File: src/rtl/io_bridge.sv
`default_nettype none
// ============================================================================
// io_bridge : CPU byte-bus bridge to RAM, UART TX/RX FIFOs and cycle counter.
// Optional RX FIFO enabled by macro IO_BRIDGE_RX_EN.            Rev 1.0
// ============================================================================
module io_bridge #(
  parameter int TX_DEPTH_LOG2 = 4,
  parameter int RX_DEPTH_LOG2 = 4,
  parameter int FULL_MARGIN   = 2
) (
  input  logic        clk_in,
  input  logic        rst_in,
  input  logic        rdy_in,
  input  logic [31:0] cpu_a,
  input  logic [7:0]  cpu_dout,
  input  logic        cpu_wr,
  output logic [7:0]  cpu_din,
  output logic        io_buffer_full,
  output logic [16:0] ram_a,
  output logic        ram_wr,
  output logic [7:0]  ram_din,
  input  logic [7:0]  ram_dout,
  output logic [7:0]  tx_data,
  output logic        tx_valid,
  input  logic        tx_ready,
  input  logic [7:0]  rx_data,
  input  logic        rx_valid,
  output logic        rx_ready,
  output logic        program_end
);
  localparam int                     c_tx_n      = 1 << TX_DEPTH_LOG2;
  localparam logic [TX_DEPTH_LOG2:0] c_tx_depth  = c_tx_n[TX_DEPTH_LOG2:0];
  localparam logic [TX_DEPTH_LOG2:0] c_margin    = FULL_MARGIN[TX_DEPTH_LOG2:0];
  localparam logic [17:0]            c_addr_data = 18'h30000;
  localparam logic [17:0]            c_addr_ctrl = 18'h30004;

  logic        w_io, w_io_acc, w_io_wr, w_io_rd;
  logic [17:0] w_addr;
  logic [7:0]  w_rx_rd_byte, w_io_byte;
  logic        w_unused;

  assign w_addr   = cpu_a[17:0];
  assign w_io     = (cpu_a[17:16] == 2'b11);
  assign w_io_acc = rdy_in & w_io;
  assign w_io_wr  = w_io_acc & cpu_wr;
  assign w_io_rd  = w_io_acc & ~cpu_wr;

  assign ram_a   = cpu_a[16:0];
  assign ram_din = cpu_dout;
  assign ram_wr  = rdy_in & cpu_wr & ~w_io;

  // TX FIFO
  logic [7:0]               tx_mem_q [c_tx_n];
  logic [TX_DEPTH_LOG2-1:0] tx_head_q, tx_tail_q;
  logic [TX_DEPTH_LOG2:0]   tx_count_q, tx_count_d, w_tx_free;
  logic                     w_tx_push, w_tx_pop, io_full_q;

  assign tx_valid       = (tx_count_q != '0);
  assign tx_data        = tx_mem_q[tx_head_q];
  assign w_tx_pop       = tx_valid & tx_ready;
  assign w_tx_push      = w_io_wr & (w_addr == c_addr_data) & (cpu_dout != 8'h00) &
                          (tx_count_q != c_tx_depth);
  assign w_tx_free      = c_tx_depth - tx_count_d;
  assign io_buffer_full = io_full_q;

  always_comb begin
    tx_count_d = tx_count_q;
    if (w_tx_push && !w_tx_pop)      tx_count_d = tx_count_q + 1'b1;
    else if (!w_tx_push && w_tx_pop) tx_count_d = tx_count_q - 1'b1;
  end

  // Flag is computed from the next count so it moves the cycle after the push/pop.
  always_ff @(posedge clk_in or posedge rst_in) begin
    if (rst_in) begin
      tx_head_q  <= '0;
      tx_tail_q  <= '0;
      tx_count_q <= '0;
      io_full_q  <= 1'b0;
    end else begin
      if (w_tx_push) tx_tail_q <= tx_tail_q + 1'b1;
      if (w_tx_pop)  tx_head_q <= tx_head_q + 1'b1;
      tx_count_q <= tx_count_d;
      io_full_q  <= (w_tx_free <= c_margin);
    end
  end

  always_ff @(posedge clk_in) begin
    if (w_tx_push) tx_mem_q[tx_tail_q] <= cpu_dout;
  end

`ifdef IO_BRIDGE_RX_EN
  localparam int                     c_rx_n     = 1 << RX_DEPTH_LOG2;
  localparam logic [RX_DEPTH_LOG2:0] c_rx_depth = c_rx_n[RX_DEPTH_LOG2:0];

  logic [7:0]               rx_mem_q [c_rx_n];
  logic [RX_DEPTH_LOG2-1:0] rx_head_q, rx_tail_q;
  logic [RX_DEPTH_LOG2:0]   rx_count_q, rx_count_d;
  logic                     w_rx_push, w_rx_pop, w_rx_empty;

  assign w_rx_empty   = (rx_count_q == '0);
  assign rx_ready     = (rx_count_q != c_rx_depth);
  assign w_rx_push    = rx_valid & rx_ready;
  assign w_rx_pop     = w_io_rd & (w_addr == c_addr_data) & ~w_rx_empty;
  assign w_rx_rd_byte = w_rx_empty ? 8'h00 : rx_mem_q[rx_head_q];
  assign w_unused     = &{1'b0, cpu_a[31:18]};

  always_comb begin
    rx_count_d = rx_count_q;
    if (w_rx_push && !w_rx_pop)      rx_count_d = rx_count_q + 1'b1;
    else if (!w_rx_push && w_rx_pop) rx_count_d = rx_count_q - 1'b1;
  end

  always_ff @(posedge clk_in or posedge rst_in) begin
    if (rst_in) begin
      rx_head_q  <= '0;
      rx_tail_q  <= '0;
      rx_count_q <= '0;
    end else begin
      if (w_rx_push) rx_tail_q <= rx_tail_q + 1'b1;
      if (w_rx_pop)  rx_head_q <= rx_head_q + 1'b1;
      rx_count_q <= rx_count_d;
    end
  end

  always_ff @(posedge clk_in) begin
    if (w_rx_push) rx_mem_q[rx_tail_q] <= rx_data;
  end
`else
  localparam int c_rx_unused = RX_DEPTH_LOG2;

  assign rx_ready     = 1'b0;
  assign w_rx_rd_byte = 8'h00;
  assign w_unused     = &{1'b0, cpu_a[31:18], rx_data, rx_valid};
`endif

  logic [31:0] cnt_q;
  logic [31:8] snap_q;
  logic [7:0]  io_byte_q;
  logic        last_io_q, pend_q;

  always_comb begin
    w_io_byte = 8'h00;
    if (w_io_rd) begin
      if (w_addr == c_addr_data)                w_io_byte = w_rx_rd_byte;
      else if (w_addr == c_addr_ctrl)           w_io_byte = cnt_q[7:0];
      else if (w_addr == c_addr_ctrl + 18'd1)   w_io_byte = snap_q[15:8];
      else if (w_addr == c_addr_ctrl + 18'd2)   w_io_byte = snap_q[23:16];
      else if (w_addr == c_addr_ctrl + 18'd3)   w_io_byte = snap_q[31:24];
    end
  end

  // last_io_q resets to 1 so cpu_din shows the cleared I/O byte rather than RAM.
  always_ff @(posedge clk_in or posedge rst_in) begin
    if (rst_in) begin
      cnt_q     <= '0;
      snap_q    <= '0;
      io_byte_q <= 8'h00;
      last_io_q <= 1'b1;
      pend_q    <= 1'b0;
    end else begin
      cnt_q <= cnt_q + 32'd1;
      if (rdy_in)                                last_io_q <= w_io;
      if (w_io_acc)                              io_byte_q <= w_io_byte;
      if (w_io_rd && (w_addr == c_addr_ctrl))    snap_q    <= cnt_q[31:8];
      if (w_io_wr && (w_addr == c_addr_ctrl))    pend_q    <= 1'b1;
    end
  end

  assign cpu_din     = last_io_q ? io_byte_q : ram_dout;
  assign program_end = pend_q;

endmodule
`default_nettype wire

File: config.mk
export PLATFORM = sky130hd
export DESIGN_NAME = io_bridge
export DESIGN_NICKNAME = d
export VERILOG_FILES = /design/src/rtl/io_bridge.sv
export SDC_FILE = /design/constraint.sdc
export NUM_CORES = 1
export LEC_CHECK = 0
export BUFFER_PORTS_ARGS = -buffer_cell sky130_fd_sc_hd__buf_2
export CAP_MARGIN = 20
export CORE_MARGIN = 1.5
export CORE_UTILIZATION = 58
export DETAILED_ROUTE_END_ITERATION = 8
export GPL_ROUTABILITY_DRIVEN = 0
export PLACE_DENSITY = 0.79
export REMOVE_ABC_BUFFERS = 1
export SLEW_MARGIN = 25
export SYNTH_ARGS = -nofsm -noshare
export SYNTH_HDL_FRONTEND = slang
export SYNTH_SLANG_ARGS = --single-unit
File: constraint.sdc
create_clock -name clk_in -period 3.4 [get_ports clk_in]
set_input_delay 0.17 -clock clk_in [delete_from_list [all_inputs] [get_ports clk_in]]
set_output_delay 0.17 -clock clk_in [all_outputs]
set_load 0.01 [all_outputs]
After elaboration in Yosys (flattened, before gate mapping)
Memories as Yosys holds them, arrays and structs flattened.
Index checks and enable logic that the tools add are counted.
- reductions and logical operators: 8
- equal/unequal tests: 7
- mux-type cells: 11
- add/sub/neg operators: 6
- order comparisons: 1
- bitwise gates (word level): 11
- operator list (operator ; number):
    $eq 18x18->1 const B ; 5
    $mux 8 ; 7
    $add 32x1->32 const B ; 1
    $mux 5 ; 2
    $and 1x1->1 ; 9
    $add 4x1->4 const B ; 2
    $reduce_bool 8->1 ; 1
    $add 5x1->5 const B ; 1
    $le 5x2->1 const B ; 1
    $ne 5x5->1 const B ; 1
    $reduce_bool 5->1 ; 1
    $sub 5x1->5 const B ; 1
    $sub 5x5->5 const A ; 1
    $logic_and 1x1->1 ; 4
    $eq 2x2->1 const B ; 1
    $logic_not 1->1 ; 2
    $mux 1 ; 2
    $not 1->1 ; 2
- bits in writable memories: 128
- output and inout bits: 46
- memories: 1
- logic and storage cells: 54
- input bits: 62
- register bits: 80
- memories (memory ; words ; width ; read ports ; clocked after memory_dff ; write ports ; RTL line ; RTL):
    tx_mem_q ; 16 ; 8 ; 1 ; 0 ; 1 ; 53 ; logic [7:0] tx_mem_q [c_tx_n];

Logic depth before layout (Yosys ltp)
- depth after elaboration: 12
- mapped depth: 17
- mapped depth without buffers: 17

Worst setup path after synthesis
No wires, ideal clock.
- kind: register to register
- from: register tx_count_q[0]
- to: register io_full_q (netlist: io_buffer_full)
- buffers on the path: 1
- data arrival time: 2.997 ns
- library setup time: 0.132 ns
- path slack: 0.271 ns
- required time: 3.268 ns
- stages on the path, launching flop included: 18
- clock period less this slack: 3.129 ns
- path through: dfrtp_1 inv_1 ha_1 and3_1 nor3_2 buf_2 nand2_1 nand2_1 xnor2_1 inv_1 ha_1 nand2b_1 a31oi_1 o32a_1 a211oi_1 a311oi_1 o311ai_0 a21oi_1
- longest elaborated chain between the ends: 8
- elaborated cells on any way between the ends: 14
- those cells by class: 3 x add/sub; 1 x order compare; 1 x eq/ne; 2 x mux; 2 x bitwise; 5 x reduce/logical
- RTL lines (element ; RTL line ; RTL):
    start, declared ; 55 ; logic [TX_DEPTH_LOG2:0] tx_count_q, tx_count_d, w_tx_free;
    start signal, assigned ; 82 ; tx_count_q <= tx_count_d;
    branches (longest 5 deep; another with $sub 5x1->5) ; - ;
    $mux 5 (*) ; 68 ; if (w_tx_push && !w_tx_pop) tx_count_d = tx_count_q + 1'b1;
    named net tx_count_d[0] ; 55 ;
    $sub 5x5->5 (*) ; 63 ; assign w_tx_free = c_tx_depth - tx_count_d;
    $le 5x2->1 (*) ; 83 ; io_full_q <= (w_tx_free <= c_margin);
    end signal, assigned ; 83 ;
    end, declared ; 56 ; logic w_tx_push, w_tx_pop, io_full_q;
Mark *: on every way through the listed nets, which the timed path passes.
A chain may end at the register's enable or synchronous reset.

Worst setup path in the final report
- from: register tx_count_q[2]
- to: register io_full_q (netlist: io_buffer_full)
- longest elaborated chain between the ends: 8
- elaborated cells on any way between the ends: 14
- those cells by class: 3 x add/sub; 1 x order compare; 1 x eq/ne; 2 x mux; 2 x bitwise; 5 x reduce/logical
- RTL lines (element ; RTL line ; RTL):
    $ne 5x5->1 ; 62 ; (tx_count_q != c_tx_depth);
    $and 1x1->1 ; 61 ; assign w_tx_push = w_io_wr & (w_addr == c_addr_data) & (cpu_dout != 8'h00) &
    $logic_not 1->1 ; 69 ; else if (!w_tx_push && w_tx_pop) tx_count_d = tx_count_q - 1'b1;
    $logic_and 1x1->1 ; 69 ;
    $mux 5 ; 69 ;
    $mux 5 (*) ; 68 ;
    named net tx_count_d[0] ; 55 ;
    $sub 5x5->5 (*) ; 63 ;
    $le 5x2->1 (*) ; 83 ;
The timed path passes the listed nets; every way through them passes the cells marked *.

==> reports/results.tsv <==
metric	value	unit
crit_path_start_kind	register	
grt-ovfl-total	0	
fin_crit_sh	94.8	%
clk_pin_slew	0.06	ns
cts_max_level	1	
dr.pass1.iters	5	
tns	0	ns
vias_per_cell	5.86	
route.detailed.drc	0	
hold_path.class	in2reg	
cts_tree	done	
floorplan.die.height	129	µm
die_w	129	µm
cp-end-kind	register	
synth-seq-cells	208	
clk_path_buf_depth	3	
fill_cells	1033	
period_minus_slack	3.22	ns
synthCells	588	
drive_gt1_share	33.5	%
yosysWarnings	0	
ir_worst_vdd	0.000384	V
post_synth.cell_area_avg	15.5	µm²
grt_max_degree	58	
vias	5325	
die-area	16500	µm²
slew-limit-headroom	37.0	%
row_count	45	
skew	0.0134	ns
hold_viol	0	
grt_pass1_wl	29900	µm
syn-cell-area	9140	µm²
outcome	completed	
timing.final.max_slew_violations	0	
final_common_cell	edfxtp_1	
synth_edf_count	128	
io_pins	108	
worst_pin_slew	0.938	ns
grt_use_total	24.2	%
critPathMaxFanout	11	
drtAntennaViolNets	0	
async_flop_share	38.5	%
seqCellArea	5850	µm²
start_util	59.7	%
drt_iter0_markers	305	
cp.arrival	3.63	ns
cap_violations	0	
root_buffer	clkbuf_16	
clkSinkCount	208	
max_freq	310	MHz
synthFlopType	edfxtp_1	
setup_viol	0	
yosysSeqAreaShare	64.0	%
cp.required	3.81	ns
rsz0062_at_grt	false	
grt_pass1_vias	5479	
wirelength	19300	µm
multiInputGateArea	2950	µm²
n_antenna_cell	0	
nets	756	
dp_hpwl	12700	µm
final_cell_mix	edfxtp_1, buf_2, dfrtp_1	
path_class	reg2reg	
cts_inserted_buffers	21	
insertion_delay	0.50	ns
area_delta_synth_final	15.0	%
grt_antenna_before_repair	0	
portBuffers	83	
finalCoreUtilization	68.6	%
pwr_density_cell	634	nW/µm²
leakage	0.00425	µW
ys_types	53	
post_drt_wl_per_cell	21.2	µm
core_area	15300	µm²
==> cells in the mapped netlist, drive strengths merged (2+ instances only) <==
library cell,number,share of area [%]
and3,5,0.34
nor4,5,0.57
o211ai,8,0.66
nor3b,2,0.16
buf,38,3.2
nor4b,2,0.26
edfxtp,128,42
and4,2,0.19
inv,14,0.57
mux4,40,9.9
or2,2,0.14
mux2,32,4.8
xor2,10,0.96
nor3,10,0.60
nor2,33,1.4
or3,4,0.27
a21oi,11,0.60
nand2b,5,0.34
dfrtp,79,22
mux2i,11,1.2
clkbuf,12,0.49
nand3,12,0.66
xnor2,30,2.9
o21ai,3,0.16
a31oi,3,0.21
ha,11,1.5
nand2,50,2.1
nand4,12,0.89
==> layer usage <==
layer | vias to the layer above | wire length (µm) | share of wire (%) | GRT usage, %
met5 | - | 0 | 0 | 0
met4 | 0 | 487 | 2.5 | 8.26
met3 | 37 | 1020 | 5.3 | 3.24
met2 | 230 | 10200 | 53 | 42.9
met1 | 2699 | 7610 | 39 | 31.0
li1 | 2359 | - | - | -
==> kinds of logic after synthesis <==
family                   after synthesis  synth area share, %
flip-flops                           208                 64.0
AND/OR/NAND/NOR                      147                 8.13
multiplexers                          83                 15.8
buffers and inverters                 64                 4.24
XOR/XNOR                              40                 3.83
AO/OA/AOI/OAI                         34                 2.48
adder cells (fa/ha/maj)               11                 1.51
other                                  1               0.0410
==> power breakdown <==
part | leakage, µW | internal (µW) | switching (µW) | total [µW]
sequential | 0.00222 | 2750 | 168 | 2920
clock | 0.000322 | 1340 | 904 | 2240
combinational | 0.00171 | 797 | 713 | 1510
total | 0.00425 | 4880 | 1780 | 6660
==> state kept, by name, summed over array words and instances (netlist names) <==
signal          flops
cnt_q              32
io_buffer_full      1
io_byte_q           8
last_io_q           1
program_end         1
snap_q             24
tx_count_q          5
tx_head_q           4
tx_mem_q          128
tx_tail_q           4
==> worst max-delay path, cell delays in order, from the launching register on <==
cell      delay, ns
dfrtp_1        0.58
nor2_1         0.12
and3_1         0.27
nor3_4         0.24
nand2b_2       0.21
nand2_1        0.08
xnor2_1        0.14
inv_1          0.08
ha_2           0.23
nand2_1        0.11
nor4b_4        0.27
o32a_1         0.20
a211oi_2       0.05
or4_1          0.40
a21oi_1        0.15
==> layout make-up <==
cell class | instances | share of cell area (%)
Sequential cell | 208 | 55.6
Multi-Input combinational cell | 316 | 28.1
Timing Repair Buffer | 122 | 6.90
Clock buffer | 30 | 5.51
Tap cell | 211 | 2.51
Clock inverter | 8 | 0.833
Inverter | 14 | 0.524
==> path summary, 6_finish.rpt <==
kind	startpoint	to	slack, ns	cells past startpoint
min in group asynchronous	rst_in	tx_count_q[2]$_DFF_PP0_	0.33	3
min	tx_ready	tx_head_q[0]$_DFFE_PP0P_	0.04	3
max reg2reg	tx_count_q[2]$_DFF_PP0_	io_buffer_full$_DFF_PP0_	0.18	14
min reg2reg	io_byte_q[4]$_DFFE_PP0N_	io_byte_q[4]$_DFFE_PP0N_	0.47	2
max	tx_count_q[2]$_DFF_PP0_	io_buffer_full$_DFF_PP0_	0.18	14
max in group asynchronous	rst_in	last_io_q$_DFFE_PP1P_	2.22	4
==> repair_timing <==
| action | in CTS | in global routing |
|---|---|---|
| buffers inserted | 0 | 1 |
| hold buffers | 2 | 0 |
| setup endpoints to repair | 1 | 1 |
| pin swaps | 0 | 1 |
| resized for setup | 1 | 10 |
| hold endpoints to repair | 57 | 0 |
==> stage by stage <==
| stage | power (µW) | area [µm²] | setup slack [ns] | hold WS [ns] | instances |
|---|---|---|---|---|---|
| detailed placement | 4440 | 9770 | -0.0510 | 0.400 | 868 |
| floorplan | 3940 | 8810 | 0.0838 | 0.244 | 538 |
| global route | 6930 | 10500 | 0.000306 | 0.0375 | 909 |
| finish | 6660 | 10500 | 0.178 | 0.0362 | 909 |
| CTS | 6680 | 10500 | 0.0272 | 0.0141 | 908 |
| global placement | 4370 | 9770 | 0.0511 | 0.375 | 868 |
(Power assumes the default switching activity.)
